[src/rtl/memory_pkg.sv]
// Shared types and helpers for the cache memory register banks.
package memory_pkg;

  // Index width for a bank of `depth` entries; never narrower than one bit.
  function automatic int unsigned calc_idx_w(input int unsigned depth);
    return (depth > 1) ? $clog2(depth) : 1;
  endfunction

  // Operation the controller issues to a bank in a given cycle.
  typedef enum logic [1:0] {
    BankOpNone   = 2'd0,
    BankOpWrite  = 2'd1,
    BankOpDelete = 2'd2
  } bank_op_e;

  // Width-independent part of a read response. Each bank wraps it together
  // with its own WIDTH-bit data field to form the full response struct.
  typedef struct packed {
    logic valid;
    logic done;
  } rd_status_t;

endpackage

[src/rtl/memory_free_slot_finder.sv]
// Lowest-index priority encoder over a valid mask: reports the first free
// (invalid) entry so allocators never need to scan.
module memory_free_slot_finder
  import memory_pkg::*;
#(
  parameter int unsigned DEPTH = 8,
  parameter int unsigned IDX_W = calc_idx_w(DEPTH)
) (
  input  logic [DEPTH-1:0] valid_mask,
  output logic [IDX_W-1:0] free_idx,
  output logic             free_found
);

  // Scan from the top down so the lowest free index is the last one assigned.
  always_comb begin
    free_idx   = '0;
    free_found = 1'b0;
    for (int i = int'(DEPTH) - 1; i >= 0; i--) begin
      if (!valid_mask[i]) begin
        free_idx   = IDX_W'(i);
        free_found = 1'b1;
      end
    end
  end

endmodule

[src/rtl/memory_register_bank.sv]
// Multi-entry register bank with per-entry valid bits, indexed write/delete,
// one-cycle registered read and live occupancy / free-slot tracking.
// Build option: define MEMORY_BANK_BYPASS_EN to forward same-cycle write data
// to a read of the same index (write-first); otherwise reads see pre-write data.
module memory_register_bank
  import memory_pkg::*;
#(
  parameter int unsigned WIDTH = 32,
  parameter int unsigned DEPTH = 8,
  parameter int unsigned IDX_W = calc_idx_w(DEPTH)
) (
  input  logic             clk,
  input  logic             rst,
  input  logic             wr_en,
  input  logic [IDX_W-1:0] wr_idx,
  input  logic [WIDTH-1:0] wr_data,
  input  logic             del_en,
  input  logic [IDX_W-1:0] del_idx,
  input  logic             rd_en,
  input  logic [IDX_W-1:0] rd_idx,
  output logic [WIDTH-1:0] rd_data,
  output logic             rd_valid,
  output logic             rd_done,
  output logic [DEPTH-1:0] valid_mask,
  output logic [IDX_W:0]   used_count,
  output logic             full,
  output logic             empty,
  output logic [IDX_W-1:0] free_idx,
  output logic             free_found
);

  localparam int unsigned CntW = IDX_W + 1;

  typedef struct packed {
    logic [WIDTH-1:0] data;
    rd_status_t       status;
  } rd_rsp_t;

  logic [WIDTH-1:0] mem_q [DEPTH];
  logic [WIDTH-1:0] mem_d [DEPTH];
  logic [DEPTH-1:0] valid_q, valid_d;
  logic [CntW-1:0]  used_count_q, used_count_d;
  rd_rsp_t          rd_rsp_q, rd_rsp_d;

  logic wr_ok, del_ok, rd_ok;
  logic cnt_inc, cnt_dec;

  // Request qualification: out-of-range indices are dropped, a delete of an
  // invalid entry is a no-op, and a same-index write overrides the delete.
  always_comb begin
    wr_ok   = wr_en && (32'(wr_idx) < DEPTH);
    rd_ok   = rd_en && (32'(rd_idx) < DEPTH);
    del_ok  = del_en && (32'(del_idx) < DEPTH) && valid_q[del_idx]
              && !(wr_ok && (wr_idx == del_idx));
    cnt_inc = wr_ok && !valid_q[wr_idx];
    cnt_dec = del_ok;
  end

  // Next-state for storage, valid bits and the incremental occupancy count.
  always_comb begin
    mem_d   = mem_q;
    valid_d = valid_q;
    if (del_ok) begin
      valid_d[del_idx] = 1'b0;
    end
    if (wr_ok) begin
      mem_d[wr_idx]   = wr_data;
      valid_d[wr_idx] = 1'b1;
    end
    used_count_d = used_count_q + CntW'(cnt_inc) - CntW'(cnt_dec);
  end

  // Read response: done for any rd_en, data zeroed for invalid/out-of-range
  // entries, data held when no read is issued.
  always_comb begin
    rd_rsp_d              = rd_rsp_q;
    rd_rsp_d.status.done  = rd_en;
    rd_rsp_d.status.valid = 1'b0;
    if (rd_en) begin
      rd_rsp_d.data = '0;
      if (rd_ok && valid_q[rd_idx]) begin
        rd_rsp_d.data         = mem_q[rd_idx];
        rd_rsp_d.status.valid = 1'b1;
      end
`ifdef MEMORY_BANK_BYPASS_EN
      if (rd_ok && wr_ok && (rd_idx == wr_idx)) begin
        rd_rsp_d.data         = wr_data;
        rd_rsp_d.status.valid = 1'b1;
      end
`endif
    end
  end

  // State registers with asynchronous reset.
  always_ff @(posedge clk or posedge rst) begin
    if (rst) begin
      mem_q        <= '{default: '0};
      valid_q      <= '0;
      used_count_q <= '0;
      rd_rsp_q     <= '0;
    end else begin
      mem_q        <= mem_d;
      valid_q      <= valid_d;
      used_count_q <= used_count_d;
      rd_rsp_q     <= rd_rsp_d;
    end
  end

  memory_free_slot_finder #(
    .DEPTH (DEPTH),
    .IDX_W (IDX_W)
  ) u_free_slot_finder (
    .valid_mask (valid_q),
    .free_idx   (free_idx),
    .free_found (free_found)
  );

  // Status outputs derive only from registered state.
  always_comb begin
    rd_data    = rd_rsp_q.data;
    rd_valid   = rd_rsp_q.status.valid;
    rd_done    = rd_rsp_q.status.done;
    valid_mask = valid_q;
    used_count = used_count_q;
    full       = (used_count_q == CntW'(DEPTH));
    empty      = (used_count_q == '0);
  end

endmodule

[config.mk]
export PLATFORM = sky130hd
export DESIGN_NAME = memory_register_bank
export DESIGN_NICKNAME = d
export VERILOG_FILES = /design/src/rtl/memory_pkg.sv /design/src/rtl/memory_free_slot_finder.sv /design/src/rtl/memory_register_bank.sv
export SDC_FILE = /design/constraint.sdc
export NUM_CORES = 1
export LEC_CHECK = 0
export ABC_AREA = 1
export CAP_MARGIN = 20
export CORE_ASPECT_RATIO = 1.5
export CORE_MARGIN = 5
export CORE_UTILIZATION = 50
export DETAILED_ROUTE_END_ITERATION = 10
export PLACE_DENSITY = 0.79
export SYNTH_ARGS = -nofsm -noshare
export SYNTH_HDL_FRONTEND = slang
export SYNTH_HIERARCHICAL = 1
export SYNTH_SLANG_ARGS = --single-unit
[constraint.sdc]
create_clock -name clk -period 14.7 [get_ports clk]
set_clock_uncertainty 0.15 [all_clocks]
set_input_delay 2.94 -clock clk [delete_from_list [all_inputs] [get_ports clk]]
set_output_delay 2.94 -clock clk [all_outputs]
set_load 0.1 [all_outputs]
* After elaboration in Yosys (flattened, before gate mapping)
Cells that the tools add are included.
W data, S select, Z words.
** Storage, ports and cells
- Latch bits :: 0
- Memories kept :: 0
- Memory bits (writable) :: 0
- ROM bits :: 0
- Output and inout bits :: 52
- Logic and storage cells :: 77
- Register bits :: 302
- Input bits :: 46
** Cells by class
- $add $sub $neg :: 2
- Multipliers :: 0
- Equal/unequal tests :: 2
- Reductions and logical operators :: 11
- $lt $le $gt $ge :: 8
- Divide/modulo/power cells :: 0
- Bitwise logic cells :: 5
- Shifts and indexed selects :: 0
- Multiplexer cells :: 36
** Operators by type and width (number)
- $bwmux W256 :: 1
- $bmux W32 S3 :: 1
- $demux W32 S3 :: 1
- $mux W32 :: 3
- $mux W33 :: 1
- $mux W3 :: 8
- $mux W8 :: 2
- $mux W1 :: 14
- $lt A3 B4 Y1 const B :: 3
- $bmux W1 S3 :: 3
- $and A8 B8 Y8 :: 1
- $ge A4 B4 Y1 const B :: 2
- $logic_and A1 B1 Y1 :: 8
- $not A3 Y4 :: 2
- $not A8 Y8 :: 1
- $or A8 B8 Y8 :: 1
- $demux W1 S3 :: 2
- $ge A3 B1 Y1 const B :: 2
- $add A4 B1 Y4 :: 1
- $eq A4 B4 Y1 const B :: 1
- $logic_not A4 Y1 :: 1
- $lt A4 B1 Y1 const B :: 1
- $sub A4 B1 Y4 :: 1
- $eq A3 B3 Y1 :: 1
- $logic_not A1 Y1 :: 2

* Longest topological paths before layout
- Word-level depth :: 9
- Gate-level depth with buffers :: 15
- Mapped depth without buffers :: 14

* Hierarchy
Netlist, hierarchy kept.
** By module, submodules not included
- memory_register_bank :: cells each 1782, area each 14083.5 um^2, sequential area each 7557.2 um^2, times used 1
- memory_free_slot_finder :: cells each 18, area each 78.8 um^2, sequential area each 0.0 um^2, times used 1

* Worst setup path before layout
Ideal clock, no wire load.
- Kind :: reg2out
- From :: reg used_count_q[3], in the netlist used_count[3]
- To :: out full
- Setup slack :: 8231 ps
- Data arrival time :: 3379 ps
- Stages on the path, launching flop included :: 3
- Buffers on the path :: 0
- Data required time :: 11610 ps
- Path through :: dfrtp_1 > ha_1 > nor3b_1
** On the way
- Cells in the longest elaborated chain, start to end :: 1
** RTL lines
- start: declaration :: line memory_register_bank.sv:42 : logic [CntW-1:0] used_count_q, used_count_d;
- start signal: assignment :: line memory_register_bank.sv:104 : used_count_q <= used_count_d;
- $eq A4 B4 Y1 :: line memory_register_bank.sv:125 : full = (used_count_q == CntW'(DEPTH));
- end: declaration :: line memory_register_bank.sv:26 : output logic full,
Every way passes these cells.

* Worst setup path in the final report
- From :: reg valid_q[7], in the netlist valid_mask[7]
- To :: out free_idx[0]
** On the way
- Cells in the longest elaborated chain, start to end :: 8
** RTL lines
- start: declaration :: line memory_register_bank.sv:41 : logic [DEPTH-1:0] valid_q, valid_d;
- start signal: assignment :: line memory_register_bank.sv:103 : valid_q <= valid_d;
- $mux W3 (8 in series) :: line memory_free_slot_finder.sv:19 : if (!valid_mask[i]) begin
- end: declaration :: line memory_register_bank.sv:28 : output logic [IDX_W-1:0] free_idx,
Every way passes these cells.

==> results.yml <==
yosys:
  yosysMostFrequentCell: "nand2_1"
  yosysWarningCount: 6
  syn_nets: 1853
  netlist.area_leader.share: 0.534
  synth.avg_cell_area_sq_um: 7.87
  synth_commonest_cells: "nand2_1, dfrtp_1, o21ai_0"
  syn_inst: 1800
  synth_cell_types: 30
  synthesis.area_sq_um: 14200
  synth_area_leaders: "dfrtp_1, nand2_1, o21ai_0"
  synthArstFlopShare: 1.00
  synth_area_leader_cell: "dfrtp_1"
  synth_edf_count: 0
  yosys_register_bits: 302
  yosys_most_used_dff: "dfrtp_1"
  yosysSeqAreaShare: 0.534
power:
  power_frac_comb: 0.294
  power_density_nw_per_um2: 167
  vdd_drop_max_v: 0.000169
  pwr-share-seq: 0.418
  internal_power_mw: 1.68
  clock_power_share: 0.288
  p_leak_nw: 8.08
  swShare: 0.374
  power.switching_mw: 1.00
global_route:
  grt_max_degree: 141
  grt_pass1_vias: 11984
  grt_pass1_wl_um: 60500
  top_usage_layer: "met2"
  grt_usage: 0.228
  use_met2: 0.400
  grt_overflow_total: 0
  grt_antenna_before_repair: 0
  met3_usage: 0.0242
  grt_util_met1: 0.290
clock_network:
  h-tree-depth: 1
  clockBufferDepth: 3
  post_cts.repair.setup_buffers: 0
  clock_latency_ns: 0.54
  cts_tree: "built"
  clock_sinks: 302
  clk_pin_slew_ns: 0.07
  clockRootBuffer: "clkbuf_16"
  cts_buffers: 28
  hold_buffers: 0
  cts_resized: 0
final_layout:
  synthToLayoutAreaGrowth_pct: 13.3
  fin_cells: 2199
  layout.nets: 1884
  diodes: 0
  layout-drive-gt1-share: 0.0507
  fin_util: 0.574
critical_path:
  rr_worst_depth: 14
  r2r_start: "valid_mask[5]$_DFF_PP0_"
  rr_endpoint: "used_count[2]$_DFF_PP0_"
  worst_path_most_repeated_cell: "nand2_1"
  startpoint_type: "flip-flop"
  cpMaxStageDelayCell: "clkdlybuf4s50_1"
  r2r_setup_slack_ns: 12.11
  cp.required_ns: 11.61
  cp_slowest_stage_delay_ns: 1.15
  critPathTopFamily: "buffers and inverters"
  end_kind: "output pin"
  setup.worst_path.start: "valid_mask[7]$_DFF_PP0_"
  crit_type: "reg -> out"
  path_cells: "inv_1 > nand2_1 > nand2_1 > nand2_1 > nand2_1 > nand2_1 > a21oi_2 > clkdlybuf4s50_1"
  crit_buf_inv: 2
  cp_max_fo: 7
  worstPathArrival_ns: 2.63
placed_design:
  gp_congestion: 0.841
  numPortBuffers: 97
  dpl.cell_count: 2145
  dp_hpwl_um: 20400
  dpl_worst_slack_ns: 8.84
status:
  status: "complete, no violations"
hold_path:
  min_to: "rd_data[11]$_DFFE_PP0P_"
  hold-path-cell-count: 2
  hold_class: "reg -> reg"
  hp-start: "rd_data[11]$_DFFE_PP0P_"
route:
  post-route-drc-count: 0
  routedWlPerCell_um: 16.5
  drtIter0Drc: 1083
  vias: 11999
  final_antenna_net_count: 0
  viasPerCell: 5.46
  dr.pass1.iters: 5
  wl_um: 36200
floorplan:
  core_region_area_sq_um: 28000
  die_area_sq_um: 31900
  die_w_um: 147
  initial_core_util: 0.506
  dieHeight_um: 216
  rows: 75
  ios: 98
timing:
  min_period_ns: 5.72
  setup_tns_ns: 0
  hold_violations: 0
  slew_headroom: 0.233
  rsz0062_at_grt: "no"
  max_freq_mhz: 175
  finalWorstSetupSlack_ns: 8.98
  tightestPinTransition_ns: 1.15
  slew_violations: 0
  whs_ns: 0.328
  finalCritPeriodShare: 0.389
  setup_violations: 0
job:
  cap_violations: 0
## area by class of cell
class                   instances  area, sq um
well taps                     346          433
inverters                      98          377
fillers                      2498        11900
flip-flops and latches        302         7560
multi-input cells            1285         5530
clock buffers                  36          792
clock inverters                16          208
repair buffers                116         1150
## layer usage
metal  wire (um)  vias up
met3        1920       75
met5           0        -
met2       18700      412
met4        1100        0
met1       14500     5752
li1            -     5760
## stage by stage
| stage | power (mW) | area [sq um] |
|---|---|---|
| detailed placement | 1.92 | 15000 |
| global route | 2.82 | 16000 |
| floorplan | 1.71 | 14200 |
| finish | 2.68 | 16000 |
| global placement | 1.89 | 15000 |
| CTS | 2.69 | 16000 |
## registers in the layout, summed over array words and instances (netlist names)
name,count
mem_q,256
rd_data,32
valid_mask,8
used_count,4
rd_done,1
rd_valid,1
## how the worst max path moves through the flow
stage | to | slack [ns] | cells after the start
floorplan | mem_q[0]$_DFFE_PP0P_ | 3.26 | 1
global placement | used_count[2]$_DFF_PP0_ | 8.98 | 14
detailed placement | used_count[2]$_DFF_PP0_ | 8.84 | 14
CTS | free_idx[0] | 8.95 | 8
global route | full | 8.88 | 4
finish | free_idx[0] | 8.98 | 8
## cells by family (layout without fill, tap and decap cells)
kind of cell / after synthesis / in the layout / synth area share
adders and majority gates: 7 / 7 / 0.00671
buffers and inverters: 213 / 266 / 0.0773
xor gates and xnor gates: 2 / 2 / 0.00124
AOI/OAI and AO/OA: 279 / 279 / 0.0998
DFF: 302 / 302 / 0.534
and+or+nand+nor: 997 / 997 / 0.281
## placed cells by master (no fill, tap or decap), types with 3 or more instances in the layout
cell type / Yosys / final
clkbuf_8: 0 / 4
clkbuf_1: 24 / 3
o21ai_1: 36 / 36
inv_1: 92 / 89
nand4_1: 5 / 5
buf_4: 9 / 18
nor2_1: 21 / 21
clkinv_2: 0 / 6
clkdlybuf4s50_1: 0 / 95
bufinv_16: 0 / 4
nand2_2: 1 / 7
nand3_1: 149 / 148
ha_1: 6 / 6
clkbuf_16: 0 / 29
dfrtp_1: 302 / 302
inv_2: 6 / 6
o21ai_0: 228 / 228
a21oi_1: 7 / 7
nor2_2: 4 / 4
clkinvlp_4: 0 / 5
nand2_1: 812 / 806
## worst reg2reg max path: stages (launching register included)
cell and delay, ns:
dfrtp_1 0.48, inv_1 0.14, nand2_1 0.06, nand2_1 0.07
nor2_1 0.04, nor2_1 0.12, nand2_2 0.15, nand2_4 0.14
inv_1 0.06, ha_1 0.26, inv_1 0.06, ha_1 0.15
inv_1 0.06, fa_1 0.41, xnor2_1 0.14
## power groups by stage
stage          registers (mW)  clock network [mW]  logic [mW]
2_1_floorplan            1.35                   0       0.360
3_3_place_gp             1.12                   0       0.769
3_5_place_dp             1.13                   0       0.786
4_1_cts                  1.12               0.783       0.791
5_1_grt                  1.14               0.818       0.860
6_report                 1.12               0.772       0.787
No activity file was read; power rests on OpenSTA's default activity.
